[config.mk]
export PLATFORM = sky130hd
export DESIGN_NAME = led_mem_ctrl
export DESIGN_NICKNAME = d
export VERILOG_FILES = /design/src/rtl/led_mem_ctrl.sv
export SDC_FILE = /design/constraint.sdc
export NUM_CORES = 1
export LEC_CHECK = 0
export CAP_MARGIN = 5
export CORE_ASPECT_RATIO = 0.5
export CORE_MARGIN = 2
export CORE_UTILIZATION = 61
export DETAILED_ROUTE_END_ITERATION = 16
export HOLD_SLACK_MARGIN = 0.02
export PLACE_DENSITY_LB_ADDON = 0.2
export SLEW_MARGIN = 20
export SYNTH_ARGS = -nofsm -noshare
export SYNTH_HDL_FRONTEND = slang
export SYNTH_SLANG_ARGS = --single-unit
[constraint.sdc]
create_clock -name in_clk -period 3.8 [get_ports in_clk]
set_input_delay 0.76 -clock in_clk [delete_from_list [all_inputs] [get_ports in_clk]]
set_output_delay 0.76 -clock in_clk [all_outputs]
set_load 0.01 [all_outputs]
[src/rtl/led_mem_ctrl.sv]
// LED state memory: UART command FSM, key toggle path and blink-gated output register.
// Holds per-channel state and blink-mode masks and drives the LED port driver.
module led_mem_ctrl #(
  parameter int unsigned N_LED     = 6,
  parameter int unsigned BLINK_DIV = 13_500_000,
  parameter int unsigned TIMEOUT   = 1_350_000
) (
  input  logic             in_clk,
  input  logic             in_rst,
  input  logic [7:0]       in_uart,
  input  logic             in_uart_en,
  input  logic [N_LED-1:0] in_key,
  input  logic             in_key_en,
  output logic [N_LED-1:0] out_mem,
  output logic [N_LED-1:0] out_mode,
  output logic             out_busy,
  output logic             out_err
);

  localparam int unsigned BW = (BLINK_DIV > 1) ? $clog2(BLINK_DIV) : 1;
  localparam int unsigned TW = (TIMEOUT > 1) ? $clog2(TIMEOUT) : 1;

  typedef enum logic {StIdle, StArg} fsm_e;
  typedef enum logic [1:0] {OpSet, OpTog, OpMode} op_e;

  fsm_e             fsm_q, fsm_d;
  op_e              op_q, op_d;
  logic [TW-1:0]    tmo_q, tmo_d;
  logic [N_LED-1:0] state_q, state_d;
  logic [N_LED-1:0] mode_q, mode_d;
  logic             err_d;
  logic [BW-1:0]    blink_cnt_q;
  logic             phase_q;
  logic [N_LED-1:0] arg;

  assign arg      = in_uart[N_LED-1:0];
  assign out_busy = (fsm_q == StArg);

  always_comb begin
    fsm_d   = fsm_q;
    op_d    = op_q;
    tmo_d   = tmo_q;
    state_d = state_q;
    mode_d  = mode_q;
    err_d   = 1'b0;
    unique case (fsm_q)
      StIdle: begin
        if (in_uart_en) begin
          case (in_uart)
            8'h53: begin op_d = OpSet;  tmo_d = '0; fsm_d = StArg; end
            8'h54: begin op_d = OpTog;  tmo_d = '0; fsm_d = StArg; end
            8'h4D: begin op_d = OpMode; tmo_d = '0; fsm_d = StArg; end
            8'h43: begin state_d = '0; mode_d = '0; end
            default: err_d = 1'b1;
          endcase
        end
      end
      StArg: begin
        if (in_uart_en) begin
          // Any byte here is an argument, even one that looks like an opcode.
          case (op_q)
            OpSet:   state_d = arg;
            OpTog:   state_d = state_q ^ arg;
            OpMode:  mode_d  = arg;
            default: ;
          endcase
          fsm_d = StIdle;
        end else if (tmo_q == TW'(TIMEOUT - 1)) begin
          err_d = 1'b1;
          op_d  = OpSet;
          fsm_d = StIdle;
        end else begin
          tmo_d = tmo_q + TW'(1);
        end
      end
      default: fsm_d = StIdle;
    endcase
    // Key toggles land on top of whatever the UART path produced this cycle.
    if (in_key_en) state_d = state_d ^ in_key;
  end

  always_ff @(posedge in_clk or negedge in_rst) begin
    if (!in_rst) begin
      fsm_q   <= StIdle;
      op_q    <= OpSet;
      tmo_q   <= '0;
      state_q <= '0;
      mode_q  <= '0;
      out_err <= 1'b0;
    end else begin
      fsm_q   <= fsm_d;
      op_q    <= op_d;
      tmo_q   <= tmo_d;
      state_q <= state_d;
      mode_q  <= mode_d;
      out_err <= err_d;
    end
  end

  // Free-running blink timebase; commands never touch it.
  always_ff @(posedge in_clk or negedge in_rst) begin
    if (!in_rst) begin
      blink_cnt_q <= '0;
      phase_q     <= 1'b0;
    end else if (blink_cnt_q == BW'(BLINK_DIV - 1)) begin
      blink_cnt_q <= '0;
      phase_q     <= ~phase_q;
    end else begin
      blink_cnt_q <= blink_cnt_q + BW'(1);
    end
  end

  always_ff @(posedge in_clk or negedge in_rst) begin
    if (!in_rst) begin
      out_mem  <= '0;
      out_mode <= '0;
    end else begin
      out_mem  <= state_q & (~mode_q | {N_LED{phase_q}});
      out_mode <= mode_q;
    end
  end

endmodule
==> run_results.csv <==
group,metric,value,unit
outcome,outcome,"finished, final reports clean",
drt,drt-vias-per-instance,6.26,
synthesis,synth_fp_nets,399,
cells_and_area,layout-drive-gt1-share,8.45,%
drt,detailedRoute.firstIterationViolations,256,
clocking,holdBufCountCts,0,
pwr,clock_power_share,43.4,%
clocking,clock_sink_count,74,
synthesis,register_bit_count_reported_by_yosys,74,
synthesis,synth_cell_type_count,58,
sta,final_min_period_over_clock_period,71.9,%
synthesis,synth_area_per_cell,10.1,um2
sta,max_freq,366,MHz
clocking,insertion_delay,0.34,ns
sta,rsz0062_at_grt,"false",
sta,worst_slew_margin_rel,33.3,%
worst_hold_path,hp-class,"flip-flop to flip-flop",
drt,post_route_ant_nets,0,
pwr,peak_ir_drop_on_the_vdd_network,0.237,mV
pwr,pwr-share-comb,11.1,%
floorplan,die_area,6920,um2
synthesis,simple_gate_fraction_of_synth_area,22.7,%
floorplan,die_w,116,um
drt,detail_route.wirelength,8530,um
synthesis,synth_enable_flop_cells,0,
synthesis,synth.top_cells.by_area,"sky130_fd_sc_hd__dfrtp_1 (49%), sky130_fd_sc_hd__nand2_1 (4.2%), sky130_fd_sc_hd__xor2_1 (3.7%), sky130_fd_sc_hd__nand4_1 (2.5%), sky130_fd_sc_hd__xnor2_1 (2.3%)",
cells_and_area,layout-area-overhead-vs-synth,17.7,%
setup_path,timing.critical_path.fanout_max,26,
setup_path,timing.critical_path.arrival,2.94,ns
sta,clock_skew,0.00583,ns
synthesis,yosys-mux-area-fraction,2.17,%
synthesis,postSynthCellCount,377,
cells_and_area,antennaDiodeCount,0,
clocking,ctsLongestPathBuffers,2,
clocking,clkSlewWorstSetupHoldPaths,0.06,ns
drt,drt_pre_antenna_iters,5,
job,maxCapViolations,0,
floorplan,core,6060,um2
floorplan,rows,20,
synthesis,synth-compound-area-share,15.3,%
global_route,grt_pass1_vias,3089,
global_route,antenna_found_initial,0,
drt,drc,0,
synthesis,largest_family_of_logic_cells_by_synthesized_area,"simple AND/OR/NAND/NOR gates",
placed_design,post_detailed_placement_half_perimeter_wirelength,5850,um
sta,period_needed,2.73,ns
global_route,first_pass_grt_wire_length,14200,um
setup_path,reg2reg_depth,5,
sta,timing_max_transition_violations_final,0,
synthesis,synthArstFlopShare,100,%
sta,hold_violation_total_from_the_final_report,0,
setup_path,critPathKind,"input port to flip-flop",
pwr,report.power.total,0.00201,W
clocking,cts_tree,"done",
clocking,maximum_level_of_the_cts_h_tree,3,
worst_hold_path,whs_path_depth,0,
global_route,grt_use_total,27.0,%
synthesis,synth_fa_ha_area_share,1.32,%
synthesis,synth_xor_area_share,5.99,%
pwr,power.sequential.fraction,45.5,%
synthesis,synth_top_area_share,48.7,%
sta,max_slew.worst_pin.slew,0.993,ns
setup_path,required,4.00,ns
synthesis,yosysWarnings,0,
synthesis,synth.cell_area,3800,um2
synthesis,synthFlopType,"sky130_fd_sc_hd__dfrtp_1",
setup_path,critPathCaptureType,"flip-flop",
pwr,power.static_leakage,1.96,nW
cells_and_area,fillerInstances,418,
synthesis,synth.yosys.seq_area_share,48.7,%
floorplan,start_util,62.8,%
global_route,largest_net_degree_at_the_start_of_global_routing,33,
placed_design,number_of_port_buffers,31,
sta,final-setup-viol-count,0,
floorplan,pin_count,32,
global_route,grt_remaining_overflow,0,
cells_and_area,nets,431,
clocking,post_cts_sizing_count,0,
clocking,cts_inserted_buffers,9,
synthesis,yosysTopAreaCell,"sky130_fd_sc_hd__dfrtp_1",
floorplan,floorplan.die.height,59.8,um
placed_design,place_congestion,0.900,
sta,finalSetupTns,0,ns
drt,routedWlPerCell,17.0,um
drt,vias,3141,
pwr,cell_internal_pwr,0.00152,W
pwr,switching_power,0.000491,W
pwr,switching_share,24.5,%
pwr,power_per_cell_area,449,nW/um2
cells_and_area,final_util,73.9,%
clocking,clock_tree.root_cell,"sky130_fd_sc_hd__clkbuf_16",
clocking,cts_setup_buffers,0,
setup_path,crit_path_launch_type,"input port",
==> per-layer routing <==
layer	share of wire (%)	vias up	wire (um)	global-route usage, %
li1	-	1452	-	-
met5	0	-	0	0
met3	4.9	23	420	7.30
met4	2.3	0	197	11.1
met1	40	1557	3440	30.7
met2	52	109	4470	49.3
==> sequential cells by signal, indices dropped and copies added, names as in the netlist <==
| name | count |
|---|---|
| out_busy | 1 |
| tmo_q | 21 |
| out_mem | 6 |
| phase_q | 1 |
| state_q | 6 |
| out_mode | 6 |
| op_q | 2 |
| out_err | 1 |
| blink_cnt_q | 24 |
| mode_q | 6 |
==> per-stage QoR <==
stage	setup WS, ns	hold WS (ns)	instances	cell area, um2
global placement	0.838	0.379	486	4160
finish	1.07	0.393	502	4480
floorplan	1.61	0.369	377	3800
detailed placement	0.729	0.382	486	4160
CTS	1.07	0.394	502	4480
global route	0.911	0.410	502	4480
==> worst max-delay path, stage by stage <==
cell and delay (ns):
sky130_fd_sc_hd__clkdlybuf4s50_1 0.60, sky130_fd_sc_hd__and3b_1 0.23, sky130_fd_sc_hd__o211a_1 0.28, sky130_fd_sc_hd__o31ai_4 0.74, sky130_fd_sc_hd__or4_2 0.26, sky130_fd_sc_hd__a21oi_1 0.06
==> power groups by stage <==
stage | logic (W) | clock network [W] | registers (W)
after global placement | 0.000210 | 0 | 0.000919
final | 0.000223 | 0.000872 | 0.000913
after floorplan | 0.000132 | 0 | 0.000913
after global routing | 0.000251 | 0.000918 | 0.000923
after CTS | 0.000225 | 0.000887 | 0.000911
after detailed placement | 0.000223 | 0 | 0.000924
==> synth_stat cells, drive strengths merged (2+ instances only) <==
cell     instances
mux2             2
a32o             6
inv             16
a31oi            4
o31ai           11
nand3           14
o31a             2
a21boi           6
nor4             3
xor2            16
a22oi            6
o2bb2ai          2
a21oi           13
and4             6
o21ai           14
nor3             8
ha               4
buf              2
dfrtp           74
and3             6
nor2b            5
mux2i            6
xnor2           10
nor4b            4
nand4           15
o21a             3
nand2           44
clkbuf          12
or3              3
a22o             3
nor3b            2
a21o             3
nor2            23
or4             12
and2             2
o22ai            2
==> path summary, 6_finish.rpt <==
check,slack (ns),to,startpoint
worst max-delay path,1.07,tmo_q[9]$_DFFE_PN0P_,in_uart[2]
worst min-delay path,0.39,out_mode[4]$_DFF_PN0_,mode_q[4]$_DFFE_PN0P_
worst max register to register,1.36,tmo_q[9]$_DFFE_PN0P_,out_busy$_DFF_PN0_
worst min register to register,0.39,out_mode[4]$_DFF_PN0_,mode_q[4]$_DFFE_PN0P_
max in group asynchronous,2.54,tmo_q[3]$_DFFE_PN0P_,in_rst
min in group asynchronous,0.47,blink_cnt_q[3]$_DFF_PN0_,in_rst
==> cell usage in the layout, fill, tap and decap left out, types with 8 or more instances in the layout <==
cell type,count
sky130_fd_sc_hd__a21oi_1,13
sky130_fd_sc_hd__nor3_1,8
sky130_fd_sc_hd__or4_1,10
sky130_fd_sc_hd__nand3_1,13
sky130_fd_sc_hd__xnor2_1,10
sky130_fd_sc_hd__nand4_1,15
sky130_fd_sc_hd__o31ai_1,10
sky130_fd_sc_hd__clkbuf_16,9
sky130_fd_sc_hd__nand2_1,43
sky130_fd_sc_hd__nor2_1,23
sky130_fd_sc_hd__dfrtp_1,74
sky130_fd_sc_hd__xor2_1,16
sky130_fd_sc_hd__clkdlybuf4s50_1,30
sky130_fd_sc_hd__o21ai_0,14
sky130_fd_sc_hd__inv_1,16
==> area by class of cell <==
type                    count  area, um2  area share (%)
flip-flops and latches     74       1850            41.4
well taps                  88        110            2.46
clock buffers              11        253            5.64
multi-input cells         273       1810            40.3
repair buffers             35        335            7.49
clock inverters             5       61.3            1.37
inverters                  16       60.1            1.34
==> logic make-up (layout without fill, tap and decap cells) <==
| kind of cell | after synthesis | after routing |
|---|---|---|
| simple gates | 154 | 154 |
| compound gates | 81 | 81 |
| flops | 74 | 74 |
| buf+inv | 30 | 67 |
| xor+xnor | 26 | 26 |
| mux | 8 | 8 |
| fa+ha+maj | 4 | 4 |
Power figures use the tool's default switching activity.
